## config.mk

```make
export PLATFORM = sky130hd
export DESIGN_NAME = evt_refresh_scheduler_flat
export DESIGN_NICKNAME = d
export VERILOG_FILES = /design/src/rtl/sne_evt_stream_pkg.sv /design/src/rtl/sne_event_stream_if.sv /design/src/rtl/evt_epoch_delta.sv /design/src/rtl/evt_refresh_scheduler.sv /design/src/flat_wrapper.sv
export SDC_FILE = /design/constraint.sdc
export NUM_CORES = 1
export LEC_CHECK = 0
export CAP_MARGIN = 10
export CORE_UTILIZATION = 50
export DETAILED_ROUTE_END_ITERATION = 7
export PLACE_DENSITY = 0.77
export SLEW_MARGIN = 20
export SYNTH_ARGS = -nofsm -noshare
export SYNTH_HDL_FRONTEND = slang
export SYNTH_SLANG_ARGS = --single-unit
```

## constraint.sdc

```tcl
create_clock -name clk_i -period 6.1 [get_ports clk_i]
set_input_delay 0.61 -clock clk_i [delete_from_list [all_inputs] [get_ports clk_i]]
set_output_delay 0.61 -clock clk_i [all_outputs]
set_load 0.02 [all_outputs]
```

## src/rtl/sne_evt_stream_pkg.sv

```systemverilog
// Event-stream package: opcode encoding, update-event constant, scheduler state type
// and the stream handshake helper macros shared by every stream block.
`ifndef SNE_EVT_STREAM_MACROS
`define SNE_EVT_STREAM_MACROS
`define SNE_EVT_STREAM_ASSIGN(out_s, in_s) \
  out_s.valid = in_s.valid; \
  out_s.evt   = in_s.evt; \
  in_s.ready  = out_s.ready;
`define SNE_EVT_STREAM_PAUSE(out_s, in_s) \
  out_s.valid = 1'b0; \
  out_s.evt   = in_s.evt; \
  in_s.ready  = 1'b0;
`endif

package sne_evt_stream_pkg;

  localparam int unsigned EVENT_WIDTH   = 32;
  localparam int unsigned OP_WIDTH      = 4;
  localparam int unsigned CATCHUP_WIDTH = 4;

  localparam logic [OP_WIDTH-1:0] EVT_SPIKE  = 4'h1;
  localparam logic [OP_WIDTH-1:0] EVT_TIME   = 4'h2;
  localparam logic [OP_WIDTH-1:0] EVT_UPDATE = 4'h3;

  localparam logic [EVENT_WIDTH-1:0] UPDATE_EVENT =
    {EVT_UPDATE, {(EVENT_WIDTH-OP_WIDTH){1'b0}}};

  typedef enum logic [1:0] {
    IDLE    = 2'd0,
    INSERT  = 2'd1,
    RELEASE = 2'd2
  } refresh_state_e;

  function automatic logic [OP_WIDTH-1:0] evt_op(input logic [EVENT_WIDTH-1:0] evt);
    return evt[EVENT_WIDTH-1 -: OP_WIDTH];
  endfunction

endpackage

```

## src/rtl/sne_event_stream_if.sv

```systemverilog
// Valid/ready event stream carrying one opcode-tagged event word per handshake.
interface SNE_EVENT_STREAM;
  import sne_evt_stream_pkg::*;

  logic                   valid;
  logic                   ready;
  logic [EVENT_WIDTH-1:0] evt;

  modport src (output valid, output evt, input ready);
  modport dst (input valid, input evt, output ready);
endinterface

```

## src/rtl/evt_epoch_delta.sv

```systemverilog
// Extracts the refresh epoch of a time event, detects an epoch crossing and
// returns how many update events to insert (capped, wrap counts as one).
module evt_epoch_delta
  import sne_evt_stream_pkg::*;
#(
  parameter int unsigned TS_WIDTH    = 28,
  parameter int unsigned MAX_CATCHUP = 4,
  parameter int unsigned SHIFT_WIDTH = $clog2(TS_WIDTH)
) (
  input  logic [OP_WIDTH-1:0]      op_i,
  input  logic [TS_WIDTH-1:0]      ts_i,
  input  logic [SHIFT_WIDTH-1:0]   shift_i,
  input  logic [TS_WIDTH-1:0]      last_epoch_i,
  output logic                     is_time_o,
  output logic [TS_WIDTH-1:0]      epoch_o,
  output logic                     crossing_o,
  output logic [CATCHUP_WIDTH-1:0] catchup_o
);

  logic [TS_WIDTH-1:0] delta;

  always_comb begin
    is_time_o  = (op_i == EVT_TIME);
    epoch_o    = ts_i >> shift_i;
    delta      = epoch_o - last_epoch_i;
    crossing_o = is_time_o && (epoch_o != last_epoch_i) && (epoch_o != '0);
    if (epoch_o > last_epoch_i) begin
      catchup_o = (delta > TS_WIDTH'(MAX_CATCHUP)) ? CATCHUP_WIDTH'(MAX_CATCHUP)
                                                   : delta[CATCHUP_WIDTH-1:0];
    end else begin
      // Epoch went backwards: the timestamp wrapped, treat as a single crossing.
      catchup_o = CATCHUP_WIDTH'(1);
    end
  end

endmodule

```

## src/rtl/evt_refresh_scheduler.sv

```systemverilog
// Inserts UPDATE events ahead of a time event whenever its refresh epoch advances;
// otherwise a zero-latency pass-through of the event stream.
module evt_refresh_scheduler
  import sne_evt_stream_pkg::*;
#(
  parameter int unsigned TS_WIDTH    = 28,
  parameter int unsigned MAX_CATCHUP = 4,
  parameter int unsigned CNT_WIDTH   = 16
) (
  input  logic                        clk_i,
  input  logic                        rst_ni,
  input  logic                        enable_i,
  input  logic [$clog2(TS_WIDTH)-1:0] refresh_shift_i,
  SNE_EVENT_STREAM.dst                evt_time_stream_dst,
  SNE_EVENT_STREAM.src                evt_time_stream_src,
  output logic [CNT_WIDTH-1:0]        refresh_count_o,
  output logic                        busy_o
);

  localparam int unsigned SHIFT_WIDTH = $clog2(TS_WIDTH);

  refresh_state_e             state_q, state_d;
  logic [TS_WIDTH-1:0]        last_epoch_q, last_epoch_d;
  logic [CATCHUP_WIDTH-1:0]   ins_cnt_q, ins_cnt_d;
  logic [CNT_WIDTH-1:0]       count_q, count_d;
  logic [SHIFT_WIDTH-1:0]     shift_q, shift_d;

  logic [SHIFT_WIDTH-1:0]     eff_shift;
  logic                       is_time;
  logic [TS_WIDTH-1:0]        epoch;
  logic                       crossing;
  logic [CATCHUP_WIDTH-1:0]   catchup;
  logic                       src_fire;

  // The shift is only sampled in IDLE; a burst keeps the value it started with.
  assign eff_shift = (state_q == IDLE) ? refresh_shift_i : shift_q;

  evt_epoch_delta #(
    .TS_WIDTH    (TS_WIDTH),
    .MAX_CATCHUP (MAX_CATCHUP),
    .SHIFT_WIDTH (SHIFT_WIDTH)
  ) u_epoch_delta (
    .op_i         (evt_op(evt_time_stream_dst.evt)),
    .ts_i         (evt_time_stream_dst.evt[TS_WIDTH-1:0]),
    .shift_i      (eff_shift),
    .last_epoch_i (last_epoch_q),
    .is_time_o    (is_time),
    .epoch_o      (epoch),
    .crossing_o   (crossing),
    .catchup_o    (catchup)
  );

  always_comb begin
    state_d      = state_q;
    last_epoch_d = last_epoch_q;
    ins_cnt_d    = ins_cnt_q;
    count_d      = count_q;
    shift_d      = shift_q;
    src_fire     = 1'b0;
    `SNE_EVT_STREAM_ASSIGN(evt_time_stream_src, evt_time_stream_dst)

    case (state_q)
      IDLE: begin
        shift_d = refresh_shift_i;
        if (enable_i && evt_time_stream_dst.valid && crossing) begin
          `SNE_EVT_STREAM_PAUSE(evt_time_stream_src, evt_time_stream_dst)
          ins_cnt_d = catchup;
          state_d   = INSERT;
        end
      end
      INSERT: begin
        evt_time_stream_src.valid = 1'b1;
        evt_time_stream_src.evt   = UPDATE_EVENT;
        evt_time_stream_dst.ready = 1'b0;
        if (evt_time_stream_src.ready) begin
          ins_cnt_d = ins_cnt_q - CATCHUP_WIDTH'(1);
          if (count_q != '1) begin
            count_d = count_q + CNT_WIDTH'(1);
          end
          if (ins_cnt_q == CATCHUP_WIDTH'(1)) begin
            state_d = RELEASE;
          end
        end
      end
      RELEASE: begin
        if (evt_time_stream_dst.valid && evt_time_stream_src.ready) begin
          state_d = IDLE;
        end
      end
      default: state_d = IDLE;
    endcase

    // Track the epoch of every time event that actually leaves, enabled or not.
    src_fire = evt_time_stream_src.valid && evt_time_stream_src.ready && (state_q != INSERT);
    if (src_fire && is_time) begin
      last_epoch_d = epoch;
    end
  end

  always_ff @(posedge clk_i) begin
    if (!rst_ni) begin
      state_q      <= IDLE;
      last_epoch_q <= '0;
      ins_cnt_q    <= '0;
      count_q      <= '0;
      shift_q      <= '0;
    end else begin
      state_q      <= state_d;
      last_epoch_q <= last_epoch_d;
      ins_cnt_q    <= ins_cnt_d;
      count_q      <= count_d;
      shift_q      <= shift_d;
    end
  end

  assign refresh_count_o = count_q;
  assign busy_o          = (state_q != IDLE);

endmodule

```

## src/flat_wrapper.sv

```systemverilog
// flat-port wrapper written by rule: the top's interface ports become plain ports
module evt_refresh_scheduler_flat import sne_evt_stream_pkg::*;
#(
  parameter int unsigned TS_WIDTH    = 28,
  parameter int unsigned MAX_CATCHUP = 4,
  parameter int unsigned CNT_WIDTH   = 16
)
  (clk_i, rst_ni, enable_i, refresh_shift_i, refresh_count_o, busy_o, evt_time_stream_dst_valid, evt_time_stream_dst_evt, evt_time_stream_dst_ready, evt_time_stream_src_valid, evt_time_stream_src_evt, evt_time_stream_src_ready);
  SNE_EVENT_STREAM evt_time_stream_dst_i ();
  SNE_EVENT_STREAM evt_time_stream_src_i ();
  input  logic clk_i;
  input  logic rst_ni;
  input  logic enable_i;
  input  logic [$clog2(TS_WIDTH)-1:0] refresh_shift_i;
  output logic [CNT_WIDTH-1:0] refresh_count_o;
  output logic busy_o;
  input wire logic [$bits(evt_time_stream_dst_i.valid)-1:0] evt_time_stream_dst_valid;
  input wire logic [$bits(evt_time_stream_dst_i.evt)-1:0] evt_time_stream_dst_evt;
  output wire logic [$bits(evt_time_stream_dst_i.ready)-1:0] evt_time_stream_dst_ready;
  output wire logic [$bits(evt_time_stream_src_i.valid)-1:0] evt_time_stream_src_valid;
  output wire logic [$bits(evt_time_stream_src_i.evt)-1:0] evt_time_stream_src_evt;
  input wire logic [$bits(evt_time_stream_src_i.ready)-1:0] evt_time_stream_src_ready;
  assign evt_time_stream_dst_i.valid = evt_time_stream_dst_valid;
  assign evt_time_stream_dst_i.evt = evt_time_stream_dst_evt;
  assign evt_time_stream_dst_ready = evt_time_stream_dst_i.ready;
  assign evt_time_stream_src_valid = evt_time_stream_src_i.valid;
  assign evt_time_stream_src_evt = evt_time_stream_src_i.evt;
  assign evt_time_stream_src_i.ready = evt_time_stream_src_ready;
  evt_refresh_scheduler #(.TS_WIDTH(TS_WIDTH), .MAX_CATCHUP(MAX_CATCHUP), .CNT_WIDTH(CNT_WIDTH)) u_core (.clk_i(clk_i), .rst_ni(rst_ni), .enable_i(enable_i), .refresh_shift_i(refresh_shift_i), .evt_time_stream_dst(evt_time_stream_dst_i), .evt_time_stream_src(evt_time_stream_src_i), .refresh_count_o(refresh_count_o), .busy_o(busy_o));
endmodule
```

==> summary.txt, run 1 <==
Final layout
  • Multi-input gate area: 4670 sq um
  • Fin nets: between 1k and 1.5k
  • Share of post-route cells with drive strength above 1: approximately 13%
  • Count of inserted antenna diode cells: 0
  • Final Instance Area: 7750 sq um
  • Register area: 1100 sq um
  • Synth-to-layout area growth: 28.7%
  • Fin cells: ~1.1k
  • Fillers: 1013

Worst hold path
  • Tightest Hold Check Type: reg -> reg

Placement
  • Area after DPL: ~7400 sq um
  • IO Port Bufs: 92
  • Placed cell count: 1086
  • RePlAce Congestion: 0.978
  • DP Wirelength: 14.8 mm

Clocking
  • Clock sink count: 55
  • CTS tree: done
  • Longest Clk Path Bufs: 2
  • CTS Hold Buffers Added: 0
  • H-Tree Depth: 2
  • Clk pin slew, worst setup/hold paths: 80 ps
  • Latest clock arrival within the worst-skew pair: around 330 ps
  • Root buffer cell: clkbuf_16
  • Total CTS buffers: 5

Die
  • Core ar.: 11600 sq um
  • I/O pins: 93
  • Die footprint: approximately 12000 sq um
  • Die height: ~110 um
  • Initial Util: 52.1%
  • Die Wd: around 110 um
  • Rows: 39

Yosys
  • Ranking of synthesized cells by area: dfxtp_1 (18%), mux2i_1 (9.0%), ha_1 (6.4%), nand2_1 (6.2%), nor2_1 (4.8%)
  • Netlist cell types: between 70 and 80
  • Post-synth EDFFs: 0
  • Post-synthesis net count: 908
  • Synth top area share: a little under a fifth
  • Main synth FF type: dfxtp_1
  • Mean Syn Cell Area: 7.22 sq um
  • Seq/Total Area, Yosys: 18.3%
  • Cell area after synthesis: 6020 sq um
  • Mapped Cells: between 800 and 900
  • Ys Warns: 0
  • FFs w/ async S/R, synth: 0%
  • Area leader, netlist: dfxtp_1
  • #FFs+latches synth: 55

Route
  • DRT Pass-1 Iters: 8
  • DRC Markers: 2
  • 1st-iter DRT viols: just under 700
  • DRT Wirelength: around 19 mm
  • DR vias: 6711
  • Avg WL per Cell: approximately 17 um
  • DRT antenna net count: 0
  • DR vias/cell: 6.11

STA
  • Min Tclk post-route: 6010 ps
  • Final number of setup-violating endpoints: 0
  • Hold Fails Final Rpt: 0
  • Final Max Tran Viols: 0
  • Relative slew slack: 32.1%
  • Clock Skews: 18.6 ps
  • Period utilisation layout: 98.6%
  • Max Fclk: between 150 and 200 MHz
  • Worst slew pin tran: 1010 ps

Worst setup path
  • CP peak stage delay: 610 ps
  • CP max-delay cell: clkdlybuf4s50_1
  • Startpoint class of the critical path: input pin
  • Crit path max fanout: 11
  • CP top delay family: buffers and inverters
  • Most used cell, CP: buf_4
  • R2R setup slack: between 500 and 600 ps
  • CP Capture Type: output port
  • Worst path cell trace: clkdlybuf4s50_1 -> or3b_4 -> nand2_4 -> buf_4 -> buf_4 -> mux2i_2 -> mux2i_1 -> a211oi_1 -> a31oi_1 -> ha_1 -> nand2_1 -> buf_4 -> nor4_1 -> nand3_1 -> nor2_1 -> a31o_2 -> o311a_4 -> clkdlybuf4s50_1
  • Crit path buf inv count: 5
  • Arrival @ worst endpoint: 5400 ps
  • Worst EP required: approximately 5500 ps
  • Worst setup path category: in -> out

Pwr
  • Maximum VDD drop: 0.000143 V
  • Leakage: 3.23 nW
  • Cell Pwr Density: around 180 nW/um^2
  • Power Total: roughly 1.4 mW

Global route
  • GR Overflow Total: 0
  • Vias in the first global route: 6096
  • Largest net degree at the start of global routing: 49
  • Global-route wire length before repair: 30.4 mm
  • GRT Resource Usage Total: 30.0%
  • Initial antenna violation count: 0

Run
  • Max cap viols: 0

Outcome
  • Failing checks: DRC
  • Status: complete, but fails checks
metal layers:
layer,track usage (%),part of all wire [%],vias up
met5,0,0,-
met4,9.55,2.3,0
met3,6.53,8.5,32
met2,46.7,44,284
met1,41.1,45,3108
li1,-,-,3287
worst min-delay path: cells and delay by family, from the launching register on:
family / cells / cell delay [ps]
flops: 1 / 310
mux: 1 / 50
simple gates: 1 / 50
stage by stage:
stage	hold slack, ps	setup slack (ps)	TNS (ps)	utilization (%)
after CTS	463	94.4	0	65.3
final	460	85.9	0	67.0
after detailed placement	453	-203	-512	64.0
after global routing	483	-13.5	-23.3	67.0
after floorplan	438	749	0	-
after global placement	445	-104	-268	64.0
logic make-up after synthesis:
| logic type | synth area share, % |
|---|---|
| DFF | 18.3 |
| and+or+nand+nor | 27.9 |
| AOI/OAI and AO/OA | 26.0 |
| adders and majority gates | 6.77 |
| buffers and inverters | 6.57 |
| xor gates and xnor gates | 3.93 |
| muxes | 10.5 |
layout by cell type (no fill, tap or decap), types with 4 or more instances in the layout:
cell type,Yosys,routed
o221a_2,4,4
and3_1,14,14
xor2_1,18,17
a211oi_1,32,31
nand3_1,31,31
clkdlybuf4s50_1,0,91
o22ai_1,5,5
o21ai_0,34,31
buf_4,0,66
or3_1,8,8
mux2_2,7,6
nand2_1,99,98
nor2b_1,5,5
o21a_1,4,4
nand4_1,12,12
a21boi_0,4,4
a21o_1,12,12
nand2b_1,16,16
nor3_1,7,7
a22oi_1,6,6
nor2_1,77,76
clkbuf_16,0,5
and2_1,40,39
a21oi_1,56,55
o21ai_1,2,5
o2111ai_1,5,5
dfxtp_1,55,55
xnor2_1,9,9
a211o_1,5,5
ha_1,31,29
mux2i_1,54,49
nand3b_1,4,4
a31oi_1,10,10
inv_1,43,42
a311oi_1,8,8
report_power, final:
part / switching, mW / total (mW) / internal [mW]
combinational: 0.391 / 0.700 / 0.309
clock: 0.165 / 0.324 / 0.159
sequential: 0.00225 / 0.365 / 0.362
total: 0.558 / 1.39 / 0.830
what timing repair did:
| action | CTS | global route |
|---|---|---|
| setup buffers | 0 | 4 |
| gates resized for setup | 0 | 38 |
| hold endpoints to repair | 0 | 0 |
| endpoints found under the setup margin | 0 | 5 |
worst paths after layout:
path / from / to / depth (start not counted)
worst max-delay path: refresh_shift_i[0] / evt_time_stream_dst_ready / 18
worst min-delay path: u_core.last_epoch_q[22]$_SDFFE_PN0P_ / u_core.last_epoch_q[22]$_SDFFE_PN0P_ / 2
worst max register to register: u_core.state_q[1]$_SDFFE_PN0P_ / u_core.ins_cnt_q[1]$_SDFFE_PN0P_ / 23
worst min register to register: u_core.last_epoch_q[22]$_SDFFE_PN0P_ / u_core.last_epoch_q[22]$_SDFFE_PN0P_ / 2
Yosys cell counts, drive strengths merged, types with 3 or more instances:
cell type / number
a2111oi: 6
a211o: 5
a211oi: 32
a21boi: 4
a21o: 12
a21oi: 56
a22oi: 6
a311oi: 8
a31oi: 10
and2: 41
and3: 14
buf: 17
clkbuf: 32
dfxtp: 55
ha: 31
inv: 43
mux2: 7
mux2i: 55
nand2: 101
nand2b: 16
nand3: 31
nand3b: 4
nand4: 12
nor2: 78
nor2b: 5
nor3: 7
nor4: 5
o2111ai: 5
o211a: 3
o211ai: 3
o21a: 4
o21ai: 37
o221a: 4
o221ai: 4
o22a: 3
o22ai: 5
or2: 3
or3: 8
or3b: 3
xnor2: 9
xor2: 18
sequential cells by signal, indices dropped and copies added (netlist names):
| name | cells |
|---|---|
| u_core.ins_cnt_q | 4 |
| u_core.last_epoch_q | 28 |
| u_core.refresh_count_o | 16 |
| u_core.shift_q | 5 |
| u_core.state_q | 2 |
layout make-up:
cell class | instances | share of cell area (%)
tap | 143 | 2.31
clock buffer | 5 | 1.61
inverter | 43 | 2.08
timing repair buffer | 162 | 19.0
clock inverter | 3 | 0.436
sequential | 55 | 14.2
multi-input combinational | 687 | 60.3
Power figures use the tool's default switching activity.
==> run 2, diff against run 1 <==
Settings changed: GPL_ROUTABILITY_DRIVEN set to 0, SLEW_MARGIN 20 to unset.
==> run 2 against run 1 <==
Compared with the run above:
- the flow still finishes with violations (DRC)
- clock skew down 14 ps
- combinational power down 2%
- cell count down 0.82%
- utilization down 0.80 points
- non-clock buffer count down 9
- die area unchanged
- register-to-register slack worse by 160 ps
- first-iteration DRC count up 13%
- sequential power about the same
- critical path type unchanged
==> summary.txt, run 2 (synthesized netlist as in run 1, its figures left out) <==
Final layout
  • Most frequent cells in the layout: nand2_1 (98), clkdlybuf4s50_1 (92), nor2_1 (75), buf_4 (58), a21oi_1 (55) (was nand2_1 (98), clkdlybuf4s50_1 (91), nor2_1 (76), buf_4 (66))
  • Fin nets: 1019 (was 1028)
  • Synth-to-layout area growth: 27.1% (was 28.7%)
  • Number of flip-flops in the largest register: 28 (unchanged)
  • Reg with most FFs: u_core.last_epoch_q (unchanged)
  • Final Util: 66.2% (was 67.0%)
  • Most common cell after layout, fill and taps aside: nand2_1 (unchanged)
  • Count of inserted antenna diode cells: 0 (unchanged)
  • Fin cells: 1089 (was 1098)
  • Share of post-route cells with drive strength above 1: 11.5% (was 12.8%)

Die
  • Die height: 112 um (unchanged)
  • Initial Util: 52.1% (unchanged)
  • Die footprint: 12500 sq um (unchanged)
  • I/O pins: 93 (unchanged)
  • Die Wd: 112 um (unchanged)
  • Core ar.: 11600 sq um (unchanged)
  • Rows: 39 (unchanged)

STA
  • Final Max Tran Viols: 0 (unchanged)
  • Relative slew slack: 29.3% (was 32.1%)
  • RSZ-0062 raised after global routing: no
  • Final number of setup-violating endpoints: 0 (unchanged)
  • Clock Skews: 4.43 ps (was 18.6 ps)
  • Min Tclk post-route: 5960 ps (was 6010 ps)
  • Period utilisation layout: 97.8% (was 98.6%)
  • Max Fclk: 168 MHz (was 166 MHz)
  • Hold Fails Final Rpt: 0 (unchanged)
  • Worst slew pin tran: 1060 ps (was 1010 ps)

Worst setup path
  • CP max-delay cell: clkdlybuf4s50_1 (unchanged)
  • Most used cell, CP: nand2_1 (was buf_4)
  • Arrival @ worst endpoint: 5350 ps (was 5400 ps)
  • CP peak stage delay: 630 ps (was 610 ps)
  • CP top delay family: buffers and inverters (unchanged)
  • CP Capture Type: output port (unchanged)
  • Crit path buf inv count: 6 (was 5)
  • Startpoint class of the critical path: input pin (unchanged)
  • Worst EP required: 5490 ps (about the same)
  • Crit path max fanout: 11 (unchanged)
  • Worst setup path category: in -> out (unchanged)
  • Worst path cell trace: clkdlybuf4s50_1 -> or3b_4 -> nand2_4 -> buf_12 -> mux2i_2 -> mux2i_1 -> mux2_2 -> a222oi_1 -> buf_4 -> inv_1 -> ha_1 -> buf_4 -> nand2_1 -> nor4_1 -> nand3_1 -> nor2_2 -> a31o_2 -> or3_1 -> nand2_1 -> nand2_1 -> clkdlybuf4s50_1 (was clkdlybuf4s50_1 -> or3b_4 -> nand2_4 -> buf_4 -> buf_4 -> mux2i_2 -> mux2i_1 -> a211oi_1 -> a31oi_1 -> ha_1 -> nand2_1 -> buf_4 -> nor4_1 -> nand3_1 -> nor2_1 -> a31o_2 -> o311a_4 -> clkdlybuf4s50_1)

Clocking
  • CTS tree: done (unchanged)
  • Root buffer cell: clkbuf_16 (unchanged)
  • Latest clock arrival within the worst-skew pair: 320 ps (was 330 ps)
  • Clock sink count: 55 (unchanged)
  • H-Tree Depth: 2 (unchanged)
  • Longest Clk Path Bufs: 2 (unchanged)
  • Clk pin slew, worst setup/hold paths: 80 ps (about the same)
  • Total CTS buffers: 5 (unchanged)

Global route
  • Initial antenna violation count: 0 (unchanged)
  • Vias in the first global route: 6152 (was 6096)
  • Global-route wire length before repair: 30.2 mm (was 30.4 mm)
  • GRT Resource Usage Total: 29.6% (was 30.0%)
  • Largest net degree at the start of global routing: 49 (unchanged)
  • GR Overflow Total: 0 (unchanged)

Route
  • DRC Markers: 2 (unchanged)
  • DRT antenna net count: 0 (unchanged)
  • DR vias: 6742 (was 6711)
  • DRT Pass-1 Iters: 8 (unchanged)
  • Max layer used: met4 (unchanged)
  • Met2 Routed Length: 8.06 mm (was 8.36 mm)
  • 1st-iter DRT viols: 766 (was 677)
  • Metal-1 WL: 8.26 mm (was 8.55 mm)
  • Avg WL per Cell: 17.2 um (was 17.3 um)
  • DR vias/cell: 6.19 (was 6.11)
  • DRT Wirelength: 18.8 mm (was 19.0 mm)
  • Routed length on met3: 1.90 mm (was 1.61 mm)

Pwr
  • Switching pwr: 0.550 mW (was 0.558 mW)
  • Clk pwr share: 23.4% (was 23.3%)
  • Leakage: 3.19 nW (was 3.23 nW)
  • Int Pwr: 0.817 mW (was 0.830 mW)
  • Part of the power in combinational logic: 50.0% (was 50.4%)
  • Sequential power share: 26.7% (was 26.3%)
  • Switching portion of total power: 40.2% (about the same)
  • Maximum VDD drop: 0.000137 V (was 0.000143 V)
  • Cell Pwr Density: 179 nW/um^2 (about the same)

Placement
  • Placed cell count: 1078 (was 1086)
  • IO Port Bufs: 92 (unchanged)
  • DP Wirelength: 14.5 mm (was 14.8 mm)

Outcome
  • Failing checks: DRC (unchanged)
  • Status: complete, but fails checks (unchanged)

Run
  • Max cap viols: 0 (unchanged)

Worst hold path
  • Tightest Hold Check Type: reg -> reg (unchanged)
run 2: power by group through the flow:
stage               combinational (mW)  clock, mW  sequential, mW
global route                     0.742      0.336           0.365
global placement                 0.635          0           0.373
detailed placement               0.634          0           0.373
CTS                              0.639      0.324           0.364
finish                           0.683      0.319           0.365
floorplan                        0.427          0           0.372
run 2: path summary, 6_finish.rpt:
kind / slack [ps] / startpoint / end / depth (start not counted)
setup reg to reg: 370 / u_core.state_q[0]$_SDFFE_PN0P_ / u_core.ins_cnt_q[1]$_SDFFE_PN0P_ / 24
hold reg to reg: 460 / u_core.last_epoch_q[18]$_SDFFE_PN0P_ / u_core.last_epoch_q[18]$_SDFFE_PN0P_ / 2
hold / removal: 460 / u_core.last_epoch_q[18]$_SDFFE_PN0P_ / u_core.last_epoch_q[18]$_SDFFE_PN0P_ / 2
setup / recovery: 140 / refresh_shift_i[0] / evt_time_stream_src_valid / 21
run 2: through the flow:
step	power [mW]	area [sq um]	hold slack [ps]	setup WS [ps]	setup TNS, ps
2_1_floorplan	0.799	6020	438	749	0
3_3_place_gp	1.01	7340	445	-112	-293
3_5_place_dp	1.01	7340	451	-213	-558
4_1_cts	1.33	7490	462	70.8	0
5_1_grt	1.44	7650	487	0.953	0
6_report	1.37	7650	459	136	0
run 2: metal layers:
layer | global-route usage, % | vias up
li1 | - | 3261
met2 | 45.5 | 332
met3 | 7.51 | 51
met5 | 0 | -
met1 | 40.3 | 3098
met4 | 9.37 | 0
run 2: repair_timing:
item	CTS	global route
setup buffers	0	1
gates resized for setup	0	27
setup endpoints to repair	0	5
hold buffers	0	0
run 2: final cells by class:
class	count	area, sq um
Timing Repair Buffer	153	1420
Sequential cell	55	1100
Fill cell	992	3910
Clock buffer	5	125
Clock inverter	3	33.8
Multi-Input combinational cell	687	4640
Tap cell	143	179
Inverter	43	161
run 2: worst reg2reg max path, stage by stage (launching register included):
cell       delay [ps]
dfxtp_1           470
o21ai_2           540
nand2_4           150
buf_12            190
mux2i_2           240
mux2i_1           170
mux2_2            310
a222oi_1          320
buf_4             180
inv_1              40
ha_1              320
buf_4             170
nand2_1           110
nand2b_1           60
o21ai_0           230
nand2_1           170
nand4_1           140
a31oi_1           180
or4b_2            660
a21oi_1           160
nor3_1             90
a2111oi_4         300
buf_4             180
a211oi_1           60
a211oi_1          200
==> run 3, diff against run 2 <==
Settings changed: ABC_AREA set to 1, CORE_UTILIZATION 50 to 38, PLACE_DENSITY 0.77 to 0.61.
==> run 3 against run 2 <==
Compared with the run above:
- the run now ends clean
- cell count is 36% higher
- die area is 40% higher
- register-to-register slack better by 540 ps
- power is 0.52% higher
- wire length is 11% higher
- count of clock-buffer cells in the layout stayed put
- clock power is 2% higher
- sequential share of layout area is 0.093 points lower
- clock skew is 10 ps higher
- critical endpoint unchanged
==> summary.txt, run 3 <==
STA
  • Max Fclk: 173 MHz (was 168 MHz)
  • Worst slew pin tran: 1100 ps (was 1060 ps)
  • Final Max Tran Viols: 0 (unchanged)
  • Period utilisation layout: 94.6% (was 97.8%)
  • Relative slew slack: 26.9% (was 29.3%)
  • Hold Fails Final Rpt: 0 (unchanged)
  • RSZ-0062 raised after global routing: no (unchanged)
  • Clock Skews: 14.5 ps (was 4.43 ps)
  • Final number of setup-violating endpoints: 0 (unchanged)
  • Setup WS post-layout: 332 ps (was 136 ps)
  • TNS Setup: 0 ps (unchanged)
  • Min Tclk post-route: 5770 ps (was 5960 ps)

Final layout
  • Most frequent cells in the layout: nand2_1 (346), nand3_1 (199), inv_1 (172), nor2_1 (142), clkdlybuf4s50_1 (92) (was nand2_1 (98), clkdlybuf4s50_1 (92), nor2_1 (75), buf_4 (58), a21oi_1 (55))
  • Count of inserted antenna diode cells: 0 (unchanged)
  • Fin nets: 1338 (was 1019)
  • Fillers: 1877 (was 992)
  • Share of post-route cells with drive strength above 1: 3.72% (was 11.5%)
  • Number of flip-flops in the largest register: 28 (unchanged)
  • Reg with most FFs: u_core.last_epoch_q (unchanged)
  • Most common cell after layout, fill and taps aside: nand2_1 (unchanged)
  • Synth-to-layout area growth: 19.1% (was 27.1%)

Placement
  • DP Wirelength: 16.8 mm (was 14.5 mm)
  • Worst slack at placement: 456 ps (was -213 ps)
  • IO Port Bufs: 92 (unchanged)

Clocking
  • Longest Clk Path Bufs: 2 (unchanged)
  • Total CTS buffers: 5 (unchanged)
  • Post-CTS resize count: 0 (unchanged)
  • Clk pin slew, worst setup/hold paths: 80 ps (about the same)
  • CTS tree: done (unchanged)
  • Latest clock arrival within the worst-skew pair: 320 ps (about the same)
  • Clock sink count: 55 (unchanged)
  • H-Tree Depth: 2 (unchanged)
  • Root buffer cell: clkbuf_16 (unchanged)
  • Postcts setup bufs: 0 (unchanged)
  • CTS Hold Buffers Added: 0 (unchanged)

Die
  • Die height: 132 um (was 112 um)
  • I/O pins: 93 (unchanged)
  • Die Wd: 132 um (was 112 um)
  • Rows: 47 (was 39)
  • Initial Util: 39.0% (was 52.1%)
  • Core ar.: 16600 sq um (was 11600 sq um)
  • Die footprint: 17500 sq um (was 12500 sq um)

Yosys
  • Post-synth EDFFs: 0 (unchanged)
  • Netlist cell types: 41 (was 74)
  • #FFs+latches synth: 55 (unchanged)
  • Ranking of synthesized cells by area: nand2_1 (20%), dfxtp_1 (17%), nand3_1 (15%), inv_1 (10%), nor2_1 (8.3%) (was dfxtp_1 (18%), mux2i_1 (9.0%), ha_1 (6.4%), nand2_1 (6.2%), nor2_1 (4.8%))
  • Area leader, netlist: nand2_1 (was dfxtp_1)
  • Most frequent cells after synthesis: nand2_1 (347), nand3_1 (199), inv_1 (172) (was nand2_1 (99), nor2_1 (77), a21oi_1 (56))
  • Main synth FF type: dfxtp_1 (unchanged)
  • Ys Warns: 0 (unchanged)
  • Cell area after synthesis: 6460 sq um (was 6020 sq um)
  • Post-synthesis net count: 1267 (was 908)
  • Mean Syn Cell Area: 5.42 sq um (was 7.22 sq um)
  • Count leader, synth: nand2_1 (unchanged)
  • Mapped Cells: 1193 (was 834)
  • Synth top area share: 20.2% (was 18.3%)
  • Seq/Total Area, Yosys: 17.0% (was 18.3%)
  • FFs w/ async S/R, synth: 0% (unchanged)

Pwr
  • Cell Pwr Density: 179 nW/um^2 (about the same)
  • Maximum VDD drop: 0.000112 V (was 0.000137 V)
  • Leakage: 3.98 nW (was 3.19 nW)

Global route
  • Largest net degree at the start of global routing: 45 (was 49)
  • GR Overflow Total: 0 (unchanged)
  • GRT Resource Usage Total: 23.8% (was 29.6%)
  • Vias in the first global route: 6928 (was 6152)
  • Initial antenna violation count: 0 (unchanged)
  • Global-route wire length before repair: 34.1 mm (was 30.2 mm)

Route
  • DRT Pass-1 Iters: 7 (was 8)
  • 1st-iter DRT viols: 587 (was 766)
  • DRC Markers: 0 (was 2)
  • DR vias/cell: 5.20 (was 6.19)
  • DRT antenna net count: 0 (unchanged)
  • DRT Wirelength: 20.9 mm (was 18.8 mm)
  • DR vias: 7725 (was 6742)
  • Avg WL per Cell: 14.1 um (was 17.2 um)

Worst setup path
  • Arrival @ worst endpoint: 5160 ps (was 5350 ps)
  • Cells on worst reg2reg path: 21 (was 24)
  • Worst setup path category: reg -> out (was in -> out)
  • CP Capture Type: output port (unchanged)
  • Crit path max fanout: 23 (was 11)
  • Worst EP required: 5490 ps (about the same)
  • Startpoint class of the critical path: register (was input pin)

Outcome
  • Status: complete, no violations (was complete, but fails checks)

Worst hold path
  • Hold Path Depth: 2 (unchanged)
  • Tightest Hold Check Type: reg -> reg (unchanged)

Run
  • Max cap viols: 0 (unchanged)
run 3: critical path: stages (launching register included):
cell	delay, ps
dfxtp_1	450
nor2_4	110
o21ai_2	740
buf_4	320
nand3_1	130
nand3_1	100
nand3_1	90
nand3_1	90
nand2_1	120
ha_1	410
nand2_1	130
nor2_1	300
nand2_1	90
nor2_1	150
nor4b_1	490
buf_4	220
nor4_1	70
nand3_4	100
nand2_1	50
nand2_1	80
clkdlybuf4s50_1	600
run 3: cell type report:
type                            instances  area, sq um  area share, %
Multi-Input combinational cell        923         4490           58.4
Sequential cell                        55         1100           14.3
Timing Repair Buffer                  104         1010           13.1
Inverter                              175          657           8.54
Tap cell                              220          275           3.58
Clock buffer                            5          125           1.63
Clock inverter                          3         33.8          0.439
run 3: final timing paths:
kind | startpoint | end | slack, ps
worst max-delay path | u_core.state_q[1]$_SDFFE_PN0P_ | evt_time_stream_src_valid | 330
worst min-delay path | u_core.last_epoch_q[8]$_SDFFE_PN0P_ | u_core.last_epoch_q[8]$_SDFFE_PN0P_ | 470
worst max register to register | u_core.state_q[1]$_SDFFE_PN0P_ | u_core.last_epoch_q[13]$_SDFFE_PN0P_ | 910
worst min register to register | u_core.last_epoch_q[8]$_SDFFE_PN0P_ | u_core.last_epoch_q[8]$_SDFFE_PN0P_ | 470
run 3: where the power goes:
part           switching (mW)  internal [mW]
Sequential            0.00254          0.363
Combinational           0.442          0.240
Clock                   0.167          0.159
Total                   0.611          0.762
run 3: cells by family (layout without fill, tap and decap cells):
logic type / after synthesis / in the layout / share of synthesized area (%)
xor+xnor: 8 / 8 / 1.08
flops: 55 / 55 / 17.0
buf+inv: 215 / 287 / 13.5
fa+ha+maj: 32 / 32 / 6.31
simple gates: 772 / 772 / 52.7
compound gates: 111 / 111 / 9.39
run 3: routing by layer:
metal | track usage, % | wire length (um) | vias to the layer above
met5 | 0 | 0 | -
met4 | 6.07 | 374 | 0
met3 | 3.03 | 1090 | 25
met2 | 38.7 | 9320 | 231
met1 | 33.1 | 10100 | 3464
li1 | - | - | 4005
run 3: stage by stage:
step	hold slack [ps]	utilization [%]	instances	cell area (sq um)	total power, mW
after floorplan	439	-	1193	6460	0.858
after global placement	451	45.4	1477	7530	1.05
after detailed placement	455	45.4	1477	7530	1.05
after CTS	468	46.4	1485	7690	1.37
after global routing	482	46.4	1485	7700	1.48
final	470	46.4	1485	7700	1.37
